--- src/rtl/fir_err_pkg.sv ---
// Shared types, default widths and the saturating-add helper for the FIR error monitor.
package fir_err_pkg;

  localparam int DATA_W_DEF    = 32;
  localparam int ER_THRESH_DEF = 8;
  localparam int CNT_W_DEF     = 32;
  localparam int ACC_W_DEF     = 64;
  localparam int SAT_MAX_W     = 128;

  typedef enum logic [1:0] {
    IDLE  = 2'd0,
    RUN   = 2'd1,
    DRAIN = 2'd2,
    DONE  = 2'd3
  } state_t;

  // Unsigned a + b clamped to 2^w - 1; operands must already be below 2^w and w <= SAT_MAX_W.
  function automatic logic [SAT_MAX_W-1:0] sat_add(input logic [SAT_MAX_W-1:0] a,
                                                    input logic [SAT_MAX_W-1:0] b,
                                                    input int unsigned          w);
    logic [SAT_MAX_W:0] sum;
    logic [SAT_MAX_W:0] lim;
    sum = {1'b0, a} + {1'b0, b};
    lim = ((SAT_MAX_W+1)'(1) << w) - (SAT_MAX_W+1)'(1);
    if (sum > lim) return lim[SAT_MAX_W-1:0];
    return sum[SAT_MAX_W-1:0];
  endfunction

endpackage

--- src/rtl/fir_err_diff.sv ---
// Stage-1 register: per-sample error, magnitudes and match flags, captured on an accepted beat.
module fir_err_diff
  import fir_err_pkg::*;
#(
  parameter int DATA_W    = DATA_W_DEF,
  parameter int ER_THRESH = ER_THRESH_DEF
) (
  input  logic                     clk,
  input  logic                     rst_n,
  input  logic                     valid_i,
  input  logic [DATA_W-1:0]        appr_i,
  input  logic [DATA_W-1:0]        accu_i,
  output logic                     valid_o,
  output logic signed [DATA_W:0]   e_o,
  output logic [DATA_W:0]          abs_e_o,
  output logic [DATA_W-1:0]        abs_accu_o,
  output logic                     eq_full_o,
  output logic                     eq_hi_o
);

  logic signed [DATA_W:0] e_d;
  logic [DATA_W:0]        abs_e_d;
  logic [DATA_W-1:0]      abs_accu_d;
  logic                   eq_full_d;
  logic                   eq_hi_d;

  logic                   valid_q;
  logic signed [DATA_W:0] e_q;
  logic [DATA_W:0]        abs_e_q;
  logic [DATA_W-1:0]      abs_accu_q;
  logic                   eq_full_q;
  logic                   eq_hi_q;

  // One extra bit holds any difference of two DATA_W-bit signed values, and |accu|
  // of the most-negative input (2^(DATA_W-1)) still fits DATA_W unsigned bits.
  always_comb begin
    e_d        = {appr_i[DATA_W-1], appr_i} - {accu_i[DATA_W-1], accu_i};
    abs_e_d    = e_d[DATA_W] ? -e_d : e_d;
    abs_accu_d = accu_i[DATA_W-1] ? -accu_i : accu_i;
    eq_full_d  = (appr_i == accu_i);
    eq_hi_d    = (appr_i[DATA_W-1:ER_THRESH] == accu_i[DATA_W-1:ER_THRESH]);
  end

  // NOTE: sequential state uses non-blocking assignments so every register samples pre-edge values.
  always_ff @(posedge clk or negedge rst_n) begin
    if (!rst_n) begin
      valid_q    <= 1'b0;
      e_q        <= '0;
      abs_e_q    <= '0;
      abs_accu_q <= '0;
      eq_full_q  <= 1'b0;
      eq_hi_q    <= 1'b0;
    end else begin
      valid_q <= valid_i;
      if (valid_i) begin
        e_q        <= e_d;
        abs_e_q    <= abs_e_d;
        abs_accu_q <= abs_accu_d;
        eq_full_q  <= eq_full_d;
        eq_hi_q    <= eq_hi_d;
      end
    end
  end

  assign valid_o    = valid_q;
  assign e_o        = e_q;
  assign abs_e_o    = abs_e_q;
  assign abs_accu_o = abs_accu_q;
  assign eq_full_o  = eq_full_q;
  assign eq_hi_o    = eq_hi_q;

endmodule

--- src/rtl/fir_err_monitor.sv ---
// Error-statistics stage for the approximate/accurate FIR pair: run FSM, sample counters and
// stage-2 accumulators fed by the fir_err_diff stage-1 register.
module fir_err_monitor
  import fir_err_pkg::*;
#(
  parameter int DATA_W    = DATA_W_DEF,
  parameter int ER_THRESH = ER_THRESH_DEF,
  parameter int CNT_W     = CNT_W_DEF,
  parameter int ACC_W     = ACC_W_DEF
) (
  input  logic              clk,
  input  logic              rst_n,
  input  logic              start_i,
  input  logic [CNT_W-1:0]  test_len_i,
  input  logic              in_valid_i,
  output logic              in_ready_o,
  input  logic [DATA_W-1:0] appr_i,
  input  logic [DATA_W-1:0] accu_i,
  output logic              done_o,
  output logic [CNT_W-1:0]  n_samples_o,
  output logic [ACC_W-1:0]  err_sum_o,
  output logic [ACC_W-1:0]  sq_err_sum_o,
  output logic [ACC_W-1:0]  abs_sum_o,
  output logic [CNT_W-1:0]  n_exact_o,
  output logic [CNT_W-1:0]  n_hi_match_o,
  output logic [DATA_W:0]   max_abs_err_o
);

  localparam int SQ_W = 2 * (DATA_W + 1);

  state_t            state_q, state_d;
  logic [CNT_W-1:0]  len_q, len_d;
  logic [CNT_W-1:0]  cnt_q, cnt_d;
  logic              start_take;
  logic              accept;
  logic              last_accept;

  logic                   s1_valid;
  logic signed [DATA_W:0] s1_e;
  logic [DATA_W:0]        s1_abs_e;
  logic [DATA_W-1:0]      s1_abs_accu;
  logic                   s1_eq_full;
  logic                   s1_eq_hi;

  logic [SQ_W-1:0]   sq_full;
  logic [ACC_W-1:0]  sq_clamp;

  logic [ACC_W-1:0]  err_sum_q, err_sum_d;
  logic [ACC_W-1:0]  sq_sum_q, sq_sum_d;
  logic [ACC_W-1:0]  abs_sum_q, abs_sum_d;
  logic [CNT_W-1:0]  n_exact_q, n_exact_d;
  logic [CNT_W-1:0]  n_hi_q, n_hi_d;
  logic [DATA_W:0]   max_q, max_d;

  // ---------------- FSM: state register ----------------
  always_ff @(posedge clk or negedge rst_n) begin
    if (!rst_n) state_q <= IDLE;
    else        state_q <= state_d;
  end

  // ---------------- FSM: next state ----------------
  // DRAIN covers the cycle the last sample sits in stage 1; stats are final when DONE is entered.
  always_comb begin
    state_d = state_q;
    unique case (state_q)
      IDLE, DONE: if (start_take) state_d = (test_len_i == '0) ? DONE : RUN;
      RUN:        if (last_accept) state_d = DRAIN;
      DRAIN:      state_d = DONE;
      default:    state_d = IDLE;
    endcase
  end

  // ---------------- FSM: outputs ----------------
  always_comb begin
    in_ready_o  = (state_q == RUN) && (cnt_q < len_q);
    done_o      = (state_q == DONE);
    start_take  = start_i && ((state_q == IDLE) || (state_q == DONE));
    accept      = in_valid_i && in_ready_o;
    last_accept = accept && ((cnt_q + CNT_W'(1)) == len_q);
  end

  // ---------------- run length and accepted-sample counters ----------------
  always_comb begin
    len_d = len_q;
    cnt_d = cnt_q;
    if (start_take) begin
      len_d = test_len_i;
      cnt_d = '0;
    end else if (accept) begin
      cnt_d = cnt_q + CNT_W'(1);
    end
  end

  always_ff @(posedge clk or negedge rst_n) begin
    if (!rst_n) begin
      len_q <= '0;
      cnt_q <= '0;
    end else begin
      len_q <= len_d;
      cnt_q <= cnt_d;
    end
  end

  // ---------------- stage 1 ----------------
  fir_err_diff #(
    .DATA_W    (DATA_W),
    .ER_THRESH (ER_THRESH)
  ) u_diff (
    .clk        (clk),
    .rst_n      (rst_n),
    .valid_i    (accept),
    .appr_i     (appr_i),
    .accu_i     (accu_i),
    .valid_o    (s1_valid),
    .e_o        (s1_e),
    .abs_e_o    (s1_abs_e),
    .abs_accu_o (s1_abs_accu),
    .eq_full_o  (s1_eq_full),
    .eq_hi_o    (s1_eq_hi)
  );

  // ---------------- stage 2 ----------------
  assign sq_full = SQ_W'(s1_abs_e) * SQ_W'(s1_abs_e);

  // A square that does not fit ACC_W bits already means the sum is pinned at full scale.
  if (SQ_W > ACC_W) begin : g_sq_clamp
    assign sq_clamp = (|sq_full[SQ_W-1:ACC_W]) ? '1 : sq_full[ACC_W-1:0];
  end else begin : g_sq_pass
    assign sq_clamp = ACC_W'(sq_full);
  end

  // NOTE: every variable gets a default at the top of a combinational block so no latch is inferred.
  always_comb begin
    err_sum_d = err_sum_q;
    sq_sum_d  = sq_sum_q;
    abs_sum_d = abs_sum_q;
    n_exact_d = n_exact_q;
    n_hi_d    = n_hi_q;
    max_d     = max_q;
    if (start_take) begin
      err_sum_d = '0;
      sq_sum_d  = '0;
      abs_sum_d = '0;
      n_exact_d = '0;
      n_hi_d    = '0;
      max_d     = '0;
    end else if (s1_valid) begin
      err_sum_d = err_sum_q + {{(ACC_W-DATA_W-1){s1_e[DATA_W]}}, s1_e};
      sq_sum_d  = ACC_W'(sat_add(SAT_MAX_W'(sq_sum_q), SAT_MAX_W'(sq_clamp), ACC_W));
      abs_sum_d = abs_sum_q + ACC_W'(s1_abs_accu);
      n_exact_d = n_exact_q + CNT_W'(s1_eq_full);
      n_hi_d    = n_hi_q + CNT_W'(s1_eq_hi);
      if (s1_abs_e > max_q) max_d = s1_abs_e;
    end
  end

  always_ff @(posedge clk or negedge rst_n) begin
    if (!rst_n) begin
      err_sum_q <= '0;
      sq_sum_q  <= '0;
      abs_sum_q <= '0;
      n_exact_q <= '0;
      n_hi_q    <= '0;
      max_q     <= '0;
    end else begin
      err_sum_q <= err_sum_d;
      sq_sum_q  <= sq_sum_d;
      abs_sum_q <= abs_sum_d;
      n_exact_q <= n_exact_d;
      n_hi_q    <= n_hi_d;
      max_q     <= max_d;
    end
  end

  assign n_samples_o   = cnt_q;
  assign err_sum_o     = err_sum_q;
  assign sq_err_sum_o  = sq_sum_q;
  assign abs_sum_o     = abs_sum_q;
  assign n_exact_o     = n_exact_q;
  assign n_hi_match_o  = n_hi_q;
  assign max_abs_err_o = max_q;

endmodule

--- config.mk ---
export PLATFORM = sky130hd
export DESIGN_NAME = fir_err_monitor
export DESIGN_NICKNAME = d
export VERILOG_FILES = /design/src/rtl/fir_err_pkg.sv /design/src/rtl/fir_err_diff.sv /design/src/rtl/fir_err_monitor.sv
export SDC_FILE = /design/constraint.sdc
export NUM_CORES = 2
export LEC_CHECK = 0
export ABC_CLOCK_PERIOD_IN_PS = 16700
export CAP_MARGIN = 5
export CORE_UTILIZATION = 63
export DETAILED_ROUTE_END_ITERATION = 10
export GPL_ROUTABILITY_DRIVEN = 0
export PLACE_DENSITY = 0.84
export SYNTH_ARGS = -nofsm -noshare
export SYNTH_HDL_FRONTEND = slang
export SYNTH_HIERARCHICAL = 1
export SYNTH_SLANG_ARGS = --single-unit
--- constraint.sdc ---
create_clock -name clk -period 16.7 [get_ports clk]
set_clock_uncertainty 0.15 [all_clocks]
set_input_delay 3.34 -clock clk [delete_from_list [all_inputs] [get_ports clk]]
set_output_delay 3.34 -clock clk [all_outputs]
set_load 0.02 [all_outputs]
==> impl_results.md <==
- Area delta synth->final: 11.2%
- Largest net degree at the start of global routing: 151
- Clock Pin Slew Worst Setup and Hold Paths: 0.06 ns
- CP max FO: 62
- DR iter-0 viols: roughly 4600
- Max-Cap Viols: 0
- Setup TNS: 0 ns
- Routed Antenna Nets: 0
- Required @ worst endpoint: 17.08 ns
- Synth Area per Inst: 8.71 um2
- Worst R2R Setup Slack: 3.35 ns
- Most frequent cells in the layout: inv_1, fa_1, nand2_1, ha_1, dfrtp_1
- Synth warn: 6
- Vias per cell: roughly 6
- Mapped cell area: 64500 um2
- Largest cells by area after synthesis: fa_1, dfrtp_1, ha_1
- Initial core utilization: 0.640
- Top-area cell type share of the netlist area: 0.267
- I/O pin count: 423
- CP max-delay cell: dfrtp_1
- Total CTS buffers: 52
- Sinks on Clock Net: 455
- Final hold slack: between 0.3 and 0.4 ns
- DRT Pass-1 Iters: 8
- Arrival @ worst endpoint: 13.73 ns
- Worst-Skew Late Latency: 0.67 ns
- Clock buffer depth: 3
- Total grt overflow: 0
- Worst Setup End Kind: register
- Row Count: ~120
- Antenna violations before repair: 4
- # resized after CTS: 0
- Hold path cells: 2
- Hpwl dp: 154000 um
- Bufs and invs on worst path: 9
- First-pass GRT wire length: 312000 um
- Fmax: 74.9 MHz
- Seq cells post-synth: 455
- Post-CTS setup buffer count: 0
- Final setup vio count: 0
- Fillers: 7424
- Die X: 322 um
- Rel. slew slack: 0.190
- Die height: 322 um
- Share of cells above drive strength 1: 0.0344
- Main synth FF type: dfrtp_1
- Post-CTS Hold Buffers: 0
- CTS tree: yes
- Vias in the first global route: between 50000 and 60000
- Library cell with the largest summed area after synthesis: fa_1
- Total core area: approximately 100000 um2
- Vias: ~56000
- Register area share after synthesis: 0.177
- Final period util: 0.800
- Hold Crit Class: reg -> reg
- Asr flop ratio synth: 1.00
- Minimum clock period: 13.35 ns
- Synthesized instance count: between 7000 and 8000
- Critical hold path startpoint: len_q[0]
- Most common cell after layout, fill and taps aside: inv_1
- I/O Buffers: 422
- DRC violations left: 0
- CTS root buffer: clkbuf_16
- Final hold violations: 0
- Reg-to-reg startpoint: u_diff/abs_e_o[20]
- CP startpoint kind: register
- Pins Over Slew Limit: 0
- H-tree Lvls: 2
- Final WL: 198000 um
- RSZ-0062 raised after global routing: false
- Worst R2R Path Depth: 42
- Cell family with most CP delay: adder cells
- Avg WL per Cell: approximately 22 um
- Slowest stage delay, CP: 0.89 ns
- Final Net Count: 9146
- Crit path kind: reg -> reg
- Die area: 104000 um2
- Worst slew pin tran: 1.18 ns
- Worst Hold End: len_q[0]
- EDFF count, synth: 0
- Reg2reg end: sq_err_sum_o[60]
- Distinct cells, synth: 111
- Most used cell, CP: fa_1
- Status: finished clean
- Mapped Nets: 8909
- Tot GR Track Use: 0.386
[metrics by stage]
step                      instances  instance area (um2)  setup WS (ns)  utilization
after floorplan                7396                64500           5.71            -
after detailed placement       8934                69700           3.44        0.692
after CTS                      9030                71600           3.31        0.711
after global routing           9032                71600           2.84        0.711
final                          9033                71600           3.35        0.711
after global placement         8934                69700           3.82        0.692
[metal layers]
layer	GRT usage	wire [um]	share of wire	up-vias
li1	-	-	-	24500
met1	0.453	69100	0.35	27100
met2	0.624	91800	0.46	3166
met3	0.0959	20400	0.10	888
met4	0.266	16700	0.084	8
met5	0	47	0.00024	-
[synth_stat cells (14+ instances only)]
library cell	n
a2111oi_0	16
a211oi_1	31
a21o_1	155
a21oi_1	424
a31oi_1	63
and2_1	238
and3_1	47
and4_1	14
buf_2	19
clkbuf_1	261
dfrtp_1	455
fa_1	861
ha_1	552
inv_1	1323
mux2_2	26
mux2i_1	51
nand2_1	739
nand2b_1	27
nand3_1	129
nand4_1	117
nor2_1	453
nor2b_1	33
nor3_1	62
nor4_1	40
o211ai_1	33
o21a_1	50
o21ai_0	356
o21bai_1	49
o31ai_1	52
or3_1	51
or4_1	16
xnor2_1	238
xor2_1	175
[flip-flops by register name, summed over array words and instances, names as in the netlist]
| register | flops |
|---|---|
| n_hi_match_o | 32 |
| err_sum_o | 64 |
| abs_sum_o | 64 |
| len_q | 32 |
| u_diff/e_o | 32 |
| u_diff/valid_o | 1 |
| state_q | 2 |
| sq_err_sum_o | 64 |
| n_samples_o | 32 |
| u_diff/abs_accu_o | 32 |
| u_diff/abs_e_o | 33 |
| n_exact_o | 32 |
| u_diff/eq_hi_o | 1 |
| u_diff/eq_full_o | 1 |
| max_abs_err_o | 33 |
[cell families (layout without fill, tap and decap cells)]
group	after synthesis	after routing	synth area share
AO/OA/AOI/OAI	1390	1390	0.136
XOR/XNOR	413	413	0.0561
adder cells (fa/ha/maj)	1413	1413	0.375
buffers and inverters	1632	1911	0.0963
flip-flops	455	455	0.177
multiplexers	77	77	0.0125
other	0	1	0
AND/OR/NAND/NOR	2016	2016	0.148
[worst register-to-register path: cells and delay by family, from the launching register on]
family          cells  cell delay, ns
fa+ha+maj          10            5.04
xor+xnor            1            0.17
simple gates        6            1.17
buf+inv             9            1.51
flops               1            0.89
compound gates     16            4.29
[worst max-delay path by stage]
stage / slack (ns) / to / cells after the start / startpoint
3_3_place_gp: 3.82 / sq_err_sum_o[61] / 43 / u_diff/abs_e_o[20]
4_1_cts: 3.31 / sq_err_sum_o[50] / 42 / u_diff/abs_e_o[20]
3_5_place_dp: 3.44 / sq_err_sum_o[50] / 42 / u_diff/abs_e_o[20]
5_1_grt: 2.84 / sq_err_sum_o[60] / 42 / u_diff/abs_e_o[20]
6_report: 3.35 / sq_err_sum_o[60] / 42 / u_diff/abs_e_o[20]
2_1_floorplan: 5.71 / sq_err_sum_o[60] / 42 / u_diff/abs_e_o[0]
[cell type report]
type | count | area (um2) | area share
diodes | 1 | 2.50 | 0.0000349
clock buffers | 65 | 1430 | 0.0200
clock inverters | 31 | 498 | 0.00695
inverters | 1329 | 4990 | 0.0697
multi-input cells | 5309 | 46900 | 0.655
flip-flops and latches | 455 | 11400 | 0.159
well taps | 1357 | 1700 | 0.0237
repair buffers | 486 | 4720 | 0.0659
Power is left out: the tool's default activity adds up to more than one toggle a clock period on the data nets, which glitch-free logic cannot reach.
